`config.mk`:
```
export PLATFORM = sky130hd
export DESIGN_NAME = s1494_state_bank
export DESIGN_NICKNAME = d
export VERILOG_FILES = /design/src/rtl/s1494_pkg.sv /design/src/rtl/s1494_scan_reg.sv /design/src/rtl/s1494_state_bank.sv
export SDC_FILE = /design/constraint.sdc
export NUM_CORES = 1
export LEC_CHECK = 0
export BUFFER_PORTS_ARGS = -buffer_cell sky130_fd_sc_hd__buf_2
export CAP_MARGIN = 20
export CORE_MARGIN = 1
export CORE_UTILIZATION = 52
export CTS_CLUSTER_SIZE = 14
export DETAILED_ROUTE_END_ITERATION = 10
export PLACE_DENSITY = 0.84
export SLEW_MARGIN = 20
export SYNTH_ARGS = -nofsm -noshare
export SYNTH_HDL_FRONTEND = slang
export SYNTH_SLANG_ARGS = --single-unit
export TNS_END_PERCENT = 50
```
`constraint.sdc`:
```
create_clock -name CK -period 2.6 [get_ports CK]
set_input_delay 0.39 -clock CK [delete_from_list [all_inputs] [get_ports CK]]
set_output_delay 0.39 -clock CK [all_outputs]
set_load 0.005 [all_outputs]
```
`src/rtl/s1494_pkg.sv`:
```
// Shared constants and types for the s1494 state bank and its scan register.
package s1494_pkg;

  // Default widths and reset value.
  localparam int unsigned DEF_W_PI  = 7;
  localparam int unsigned DEF_W_ST  = 6;
  localparam int unsigned DEF_CNT_W = 16;
  localparam logic [DEF_W_ST-1:0] DEF_RESET_ST = 6'b000000;

  // Controller step sequencing states.
  typedef enum logic [1:0] {
    IDLE = 2'd0,
    EVAL = 2'd1,
    DONE = 2'd2
  } state_t;

  // Bit positions of the primary inputs inside pi_q.
  localparam int unsigned V0 = 0;
  localparam int unsigned V1 = 1;
  localparam int unsigned V2 = 2;
  localparam int unsigned V3 = 3;
  localparam int unsigned V4 = 4;
  localparam int unsigned V5 = 5;
  localparam int unsigned V6 = 6;

  // Bit positions of the state bits inside st_q / ns.
  localparam int unsigned V7  = 0;
  localparam int unsigned V8  = 1;
  localparam int unsigned V9  = 2;
  localparam int unsigned V10 = 3;
  localparam int unsigned V11 = 4;
  localparam int unsigned V12 = 5;

endpackage

```
`src/rtl/s1494_scan_reg.sv`:
```
// State register with parallel load from the next-state slices and a
// serial shift path (LSB in, MSB out). Load and shift are never requested
// together by the controller; load takes priority if they ever are.
module s1494_scan_reg
  import s1494_pkg::*;
#(
  parameter int unsigned W         = DEF_W_ST,
  parameter logic [W-1:0] RESET_VAL = DEF_RESET_ST
) (
  input  logic         clk,
  input  logic         rst_n,
  input  logic         load,
  input  logic         shift,
  input  logic [W-1:0] d,
  input  logic         si,
  output logic [W-1:0] q,
  output logic         so
);

  // Parallel commit of next state, or one-bit shift toward the MSB.
  always_ff @(posedge clk or negedge rst_n) begin
    if (!rst_n) begin
      q <= RESET_VAL;
    end else if (load) begin
      q <= d;
    end else if (shift) begin
      q <= {q[W-2:0], si};
    end
  end

  assign so = q[W-1];

endmodule

```
`src/rtl/s1494_state_bank.sv`:
```
// Sequential wrapper for the s1494 controller: registers the primary inputs,
// holds the state bits, commits the slices' next state once per step and
// counts committed steps.
//
// Handshake: a transfer happens on a rising CK edge where valid and ready are
// both high. Input side: pi is taken when in_valid && in_ready; in_ready does
// not depend on in_valid. Output side: out_valid stays high with st_q frozen
// until a cycle with out_ready high, which ends the step; out_valid does not
// depend on out_ready.
module s1494_state_bank
  import s1494_pkg::*;
#(
  parameter int unsigned W_PI  = DEF_W_PI,
  parameter int unsigned W_ST  = DEF_W_ST,
  parameter int unsigned CNT_W = DEF_CNT_W,
  parameter logic [W_ST-1:0] RESET_ST = DEF_RESET_ST
) (
  input  logic             CK,
  input  logic             CLR,
  input  logic [W_PI-1:0]  pi,
  input  logic             in_valid,
  output logic             in_ready,
  output logic [W_PI-1:0]  pi_q,
  output logic [W_ST-1:0]  st_q,
  input  logic [W_ST-1:0]  ns,
  output logic             out_valid,
  input  logic             out_ready,
  input  logic             scan_en,
  input  logic             scan_in,
  output logic             scan_out,
  output logic [CNT_W-1:0] step_cnt,
  output logic [1:0]       fsm_state
);

  state_t state;
  state_t state_nx;

  logic accept;
  logic do_shift;
  logic do_commit;

  // Scan only runs in IDLE and blocks acceptance; EVAL is the single commit cycle.
  assign in_ready  = (state == IDLE) && !scan_en;
  assign accept    = in_valid && in_ready;
  assign do_shift  = (state == IDLE) && scan_en;
  assign do_commit = (state == EVAL);
  assign out_valid = (state == DONE);
  assign fsm_state = state;

  // FSM state register.
  always_ff @(posedge CK or negedge CLR) begin
    if (!CLR) begin
      state <= IDLE;
    end else begin
      state <= state_nx;
    end
  end

  // Next-state logic: accept -> one settle cycle -> hold until consumed.
  always_comb begin
    state_nx = state;
    case (state)
      IDLE:    if (accept) state_nx = EVAL;
      EVAL:    state_nx = DONE;
      DONE:    if (out_ready) state_nx = IDLE;
      default: state_nx = IDLE;
    endcase
  end

  // Primary-input register, loaded on an accepted transfer only.
  always_ff @(posedge CK or negedge CLR) begin
    if (!CLR) begin
      pi_q <= '0;
    end else if (accept) begin
      pi_q <= pi;
    end
  end

  // Committed-step counter; wraps silently.
  always_ff @(posedge CK or negedge CLR) begin
    if (!CLR) begin
      step_cnt <= '0;
    end else if (do_commit) begin
      step_cnt <= step_cnt + {{(CNT_W-1){1'b0}}, 1'b1};
    end
  end

  s1494_scan_reg #(
    .W         (W_ST),
    .RESET_VAL (RESET_ST)
  ) u_scan_reg (
    .clk   (CK),
    .rst_n (CLR),
    .load  (do_commit),
    .shift (do_shift),
    .d     (ns),
    .si    (scan_in),
    .q     (st_q),
    .so    (scan_out)
  );

endmodule

```
==> results of run 1 <==
layer usage:
layer,vias to the layer above,wire (µm),share of wire [%]
li1,506,-,-
met1,521,1190,42
met2,41,1370,49
met3,4,205,7.3
met4,0,45,1.6
met5,-,0,0
state kept, by name, indices dropped and copies added (netlist names):
name	count
pi_q	7
step_cnt	16
u_scan_reg.q	6
fsm_state	2
metrics by stage:
step           util, %  total power (µW)  cell area, µm²  std cells
2_1_floorplan        -               872            1410        115
3_3_place_gp      66.2              1010            1670        192
3_5_place_dp      66.2              1030            1670        192
4_1_cts           68.2              1300            1720        200
5_1_grt           68.2              1360            1720        200
6_report          68.2              1280            1720        200
cell families (layout without fill, tap and decap cells):
logic type	after synthesis	after routing	share of synthesized area, %
AND/OR/NAND/NOR	34	34	17.2
flip-flops	31	31	55.1
multiplexers	8	8	6.39
adder cells (fa/ha/maj)	1	1	0.888
XOR/XNOR	15	15	9.33
AO/OA/AOI/OAI	19	19	7.99
buffers and inverters	7	62	3.11
worst paths after layout:
kind / start / end
hold / removal: CLR / u_scan_reg.q[2]
setup / recovery: fsm_state[0] / step_cnt[1]
max in group asynchronous: CLR / step_cnt[0]
min in group CK: pi[0] / pi_q[0]
hold reg to reg: step_cnt[15] / step_cnt[15]
setup reg to reg: fsm_state[0] / step_cnt[1]
synth_stat cells:
master / number
a22oi_1: 6
o21ai_0: 6
dfrtp_1: 31
nand4_1: 2
ha_1: 1
xor2_1: 7
a21o_1: 1
and2b_1: 1
buf_6: 1
nand3_1: 2
nor2_1: 3
buf_2: 2
nand3b_4: 1
nand2_1: 5
and2_1: 1
and3_1: 4
or2_1: 1
mux2_2: 8
nor3_2: 2
nor3_1: 1
nand4b_4: 1
a21oi_1: 6
buf_4: 2
xnor2_1: 8
inv_1: 2
nor3_4: 1
nor2b_1: 8
nand3_2: 1
layout make-up:
type / instances / area, µm²
Clock buffer: 7 / 45.0
Tap cell: 30 / 37.5
Sequential cell: 31 / 776
Inverter: 2 / 7.51
Timing Repair Buffer: 52 / 260
Fill cell: 213 / 802
Clock inverter: 1 / 5.00
Multi-Input combinational cell: 77 / 589
report_power, final:
part / internal (µW) / leakage (µW) / total [µW] / switching (µW)
combinational: 182 / 0.000504 / 317 / 135
sequential: 583 / 0.000399 / 702 / 119
clock: 105 / 0.0000293 / 260 / 155
worst max-delay path: cells and delay by family (launching register included):
| family | cells | cell delay [ns] |
|---|---|---|
| muxes | 1 | 0.42 |
| DFF | 1 | 0.60 |
| and+or+nand+nor | 1 | 0.65 |
==> summary.md, run 1 <==
| Metric | Value |
|---|---|
| Status | `finished, final reports clean` |
| Period utilization | `a little under 70%` |
| Max-slew violation count | `0` |
| VDD IR max | `roughly 0.55 mV` |
| Total Routed Length | `around 2.8 mm` |
| Fmax | `around 560 MHz` |
| CTS Buf Count | `5` |
| Post-cts resize count | `0` |
| Number of synthesized register bits | `31` |
| Worst R2R Path Depth | `2` |
| Synth warnings | `0` |
| Avg Synthesized Cell Area | `between 10 and 15 µm²` |
| Syn nets | `135` |
| Most frequent cells in the layout | `buf_2, dfrtp_1, nor2b_1, xnor2_1, mux2_2` |
| Synthesized area | `1410 µm²` |
| WHS | `0.0850 ns` |
| Crit path capture type | `flop` |
| Num ports | `53` |
| Vias | `around 1.1k` |
| Met1 Use GR | `a little over a quarter` |
| DIE WIDTH | `54.1 µm` |
| Gr ovfl total | `0` |
| Synth cell types | `28` |
| RSZ-0062 raised after global routing | `false` |
| Reg2reg setup slack | `0.82 ns` |
| CTS tree | `done` |
| Tmin final | `between 1.5 and 2 ns` |
| Share of cells above drive strength 1 | `a little over two fifths` |
| Layout area overhead | `22.1%` |
| Sequential area share after synthesis | `a little under three fifths` |
| Post-CTS Setup Repair Bufs | `0` |
| Largest net degree at the start of global routing | `32` |
| Synth area leader | `dfrtp_1` |
| Largest cells by area after synthesis | `dfrtp_1, mux2_2, xnor2_1` |
| Leakage | `0.000933 µW` |
| CTS Sinks | `31` |
| Global Route Usage Sum | `between 20 and 25%` |
| Crit start category | `flop` |
| Hpwl dp | `roughly 2.1 mm` |
| Vert. Die Dim | `roughly 54 µm` |
| Max-Cap Viols | `0` |
| # setup viols final | `0` |
| Grt met3 use | `approximately a tenth` |
| Met2 Usage GRT | `approximately 36%` |
| Worst hold path class | `input port to asynchronous set/reset pin` |
| Clock transition at path regs | `around 0.09 ns` |
| Final worst slack | `between 0.8 and 0.9 ns` |
| PwrDens | `between 700 and 800 nW/µm²` |
| Rows | `18` |
| Cell count after synthesis | `~120` |
| Slew @ Worst Pin | `roughly 0.72 ns` |
| Commonest non-fill, non-tap cell in the layout | `buf_2` |
| CP required | `between 2 and 3 ns` |
| Worst Path Arrival | `roughly 2.0 ns` |
| Crit path kind | `flop to flop` |
| First-pass GRT wire length | `approximately 4.4 mm` |
| Area of the core | `~2500 µm²` |
| Initial antenna violation count | `0` |
| Global routing's busiest layer | `met2` |
| WL/cell | `approximately 14 µm` |
| Slowest-stage cell, CP | `nor2b_1` |
| Vias per cell | `approximately 5.4` |
| # nets final | `~190` |
| Crit-path max cell delay | `about 0.65 ns` |
| PortBufs | `52` |
| Pre-CTS setup slack | `0.866 ns` |
| CTS root buf | `clkbuf_4` |
| Cts hold-fix bufs | `0` |
| Clock Skews | `0.00902 ns` |
| Post-synth top area share | `55.1%` |
| Effective utilization at floorplan | `between 50% and 60%` |
| Final Hold Viols | `0` |
| CTS H-tree depth | `2` |
| Later-pin clock latency in the skew report | `roughly 0.33 ns` |
| Vias in the first global route | `roughly 1k` |
| Maximum clock path buffer count | `2` |
| CP Cell Sequence | `nor2b_1 -> mux2_2` |
| Die area | `just under 3000 µm²` |
| Setup_tns | `0 ns` |
| Crit-path max FO | `12` |
| First-pass detailed-route iteration total | `4` |
| Gp weighted congestion | `about 0.76` |
| Slew HR | `around half` |
| DRC violations left | `0` |
| Antenna viol nets, final | `0` |
| N_diodes | `0` |
| DRT iter0 DRCs | `15` |
Note: power is estimated with default switching activity, not from simulation.
==> run 2: changes to the inputs <==
Settings changed: ABC_AREA from default to 1, CORE_UTILIZATION 52 to 44, PLACE_DENSITY 0.84 to 0.75.
Clock period 2.6 ns to 1.5 ns, I/O delays scaled along.
==> run 2 against run 1 <==
- flip-flop and latch count did not move
- clock skew grew 0.00060 ns
- clock-buffer cell count unchanged
- critical endpoint is now in_ready
==> summary.md, run 2 <==
| Metric | Value |
|---|---|
| Tmin final | `1.40 ns` |
| # setup viols final | `0` |
| Max FFs per register | `16` |
| CTS Buf Count | `5` |
| Gp weighted congestion | `0.797` |
| Synth warnings | `0` |
| Hold Path Depth | `3` |
| Global Route Usage Sum | `20.5%` |
| CP Cell Sequence | `nor3_2 -> buf_2` |
| CTS H-tree depth | `2` |
| Worst reg2reg endpoint | `step_cnt[12]` |
| Slew @ Worst Pin | `roughly 0.38 ns` |
| Slowest-stage cell, CP | `dfrtp_1` |
| Max-slew violation count | `0` |
| CTS tree | `done` |
| Post-cts resize count | `0` |
| Vias in the first global route | `about 1.3k` |
| Area of the core | `3130 µm²` |
| DRC violations left | `0` |
| Total power | `between 2000 and 2500 µW` |
| CP delay by family, top | `flip-flops` |
| Leakage | `about 0.0011 µW` |
| Vert. Die Dim | `60.3 µm` |
| Cell with the most instances after synthesis | `nand2_1` |
| DRT iter0 DRCs | `87` |
| Syn nets | `about 210` |
| Period utilization | `between 90 and 100%` |
| Crit path kind | `flop to output port` |
| WL/cell | `11.1 µm` |
| Reg2reg setup slack | `0.15 ns` |
| Synthesized area | `around 1500 µm²` |
| Crit path capture type | `output port` |
| Commonest non-fill, non-tap cell in the layout | `nand2_1` |
| WHS | `approximately 0.083 ns` |
| First-pass GRT wire length | `~5.5 mm` |
| CP bufs+invs | `1` |
| CTS root buf | `clkbuf_4` |
| HP Start | `pi[0]` |
| Hpwl dp | `2.46 mm` |
| Synth cell types | `20` |
| Reg with most FFs | `step_cnt` |
| Post-synth EDFFs | `0` |
| Worst R2R Start | `step_cnt[1]` |
| Worst Path Arrival | `between 1 and 1.5 ns` |
| Most frequent cells in the layout | `nand2_1, buf_2, dfrtp_1, nor2_1, inv_1` |
| Die area | `3640 µm²` |
| Post-synth top area share | `between 50% and 60%` |
| Effective utilization at floorplan | `47.8%` |
| Fmax | `slightly above 700 MHz` |
| Worst Hold End | `pi_q[0]` |
| Number of synthesized register bits | `31` |
| Synth area leader | `dfrtp_1` |
| Total Routed Length | `around 3.3 mm` |
| Asr flop ratio synth | `100%` |
| Top Registers | `step_cnt (16), pi_q (7), u_scan_reg.q (6)` |
| Rows | `20` |
| Clock Skews | `between 0.009 and 0.01 ns` |
| Layout area overhead | `28.3%` |
| Share of cells above drive strength 1 | `slightly above 30%` |
| Slew HR | `74.4%` |
| Vias per cell | `between 4 and 5` |
| VDD IR max | `just under 0.7 mV` |
| Largest net degree at the start of global routing | `32` |
| Synth cell count leaders | `nand2_1, dfrtp_1, nor2_1` |
| Maximum clock path buffer count | `2` |
| CP required | `around 1.3 ns` |
| Pre-CTS setup slack | `0.161 ns` |
| Sequential area share after synthesis | `51.8%` |
| Vias | `around 1.4k` |
| Crit-path max FO | `7` |
| Final worst slack | `just over 0.1 ns` |
| Initial antenna violation count | `0` |
| Status | `finished, final reports clean` |
| Avg Synthesized Cell Area | `8.09 µm²` |
| PortBufs | `52` |
| First-pass detailed-route iteration total | `4` |
| DIE WIDTH | `approximately 60 µm` |
| Main synth FF type | `dfrtp_1` |
| # nets final | `approximately 270` |
| Max-Cap Viols | `0` |
| Gr ovfl total | `0` |
| Cell count after synthesis | `about 190` |
| Crit start category | `flop` |
| RSZ-0062 raised after global routing | `false` |
| Num ports | `53` |
| Worst R2R Path Depth | `7` |
| Final Hold Viols | `0` |
| CTS Sinks | `31` |
| Largest cells by area after synthesis | `dfrtp_1, nand2_1, nor2_1` |
| Later-pin clock latency in the skew report | `around 0.34 ns` |
| N_diodes | `0` |
| Clock transition at path regs | `roughly 0.090 ns` |
| Worst hold path class | `input port to flop` |
| Antenna viol nets, final | `0` |
| PwrDens | `about 1200 nW/µm²` |
| Crit-path max cell delay | `between 0.4 and 0.5 ns` |
| Setup_tns | `0 ns` |
==> run 2: cell types whose count changed after synthesis, sizes merged, moves of 3 or more <==
cell / previous run / this run
o21ai: 6 / 19
a21oi: 6 / 0
and3: 4 / 0
mux2: 8 / 0
buf: 5 / 2
xnor2: 8 / 4
inv: 2 / 23
nor2b: 8 / 0
nor2: 3 / 24
nand3: 3 / 9
nand4: 2 / 6
a22oi: 6 / 0
nand2: 5 / 58
==> run 2: logic make-up (layout without fill, tap and decap cells) <==
| kind of cell | Yosys count | after routing | synth area share [%] |
|---|---|---|---|
| xor+xnor | 9 | 9 | 5.27 |
| compound gates | 19 | 19 | 6.35 |
| flops | 31 | 31 | 51.8 |
| simple gates | 100 | 100 | 29.1 |
| buf+inv | 25 | 92 | 6.61 |
| fa+ha+maj | 1 | 1 | 0.836 |
==> run 2: metrics by stage <==
stage / instances / utilization, % / area, µm²
6_report: 296 / 61.4 / 1920
5_1_grt: 296 / 61.4 / 1920
4_1_cts: 294 / 60.9 / 1900
3_5_place_dp: 285 / 59.0 / 1840
3_3_place_gp: 285 / 59.0 / 1840
2_1_floorplan: 185 / - / 1500
==> run 2: worst min-delay path: stages <==
cell	delay, ns
buf_2	0.07
nand2_1	0.04
nand2_1	0.04
==> run 2: metal layers <==
layer | share of wire, % | track usage [%]
met1 | 44 | 24.4
met2 | 50 | 35.3
met3 | 4.4 | 5.84
met4 | 1.2 | 6.98
met5 | 0 | 0
==> run 2: report_power, final <==
group          switching (µW)  internal (µW)  leakage, µW
combinational             320            315     0.000654
sequential                115            998     0.000406
clock                     290            182    0.0000293
total                     726           1500      0.00109
==> run 2: worst max path at each step <==
| stage | from | endpoint | depth (start not counted) |
|---|---|---|---|
| after floorplan | fsm_state[1] | step_cnt[11] | 9 |
| after CTS | fsm_state[0] | in_ready | 2 |
| after detailed placement | step_cnt[0] | step_cnt[12] | 7 |
| after global routing | fsm_state[0] | in_ready | 2 |
| final | fsm_state[0] | in_ready | 2 |
| after global placement | step_cnt[0] | step_cnt[12] | 7 |
==> run 2: area by class of cell <==
class / count / area [µm²]
inverter: 23 / 86.3
tap: 44 / 55.1
sequential: 31 / 776
clock inverter: 1 / 5.00
multi-input combinational: 129 / 622
fill: 281 / 1210
timing repair buffer: 61 / 330
clock buffer: 7 / 45.0
==> run 2: what timing repair did <==
action	CTS	global route
hold buffers	1	0
endpoints found under the setup margin	0	1
setup buffers	0	2
endpoints found under the hold margin	31	0
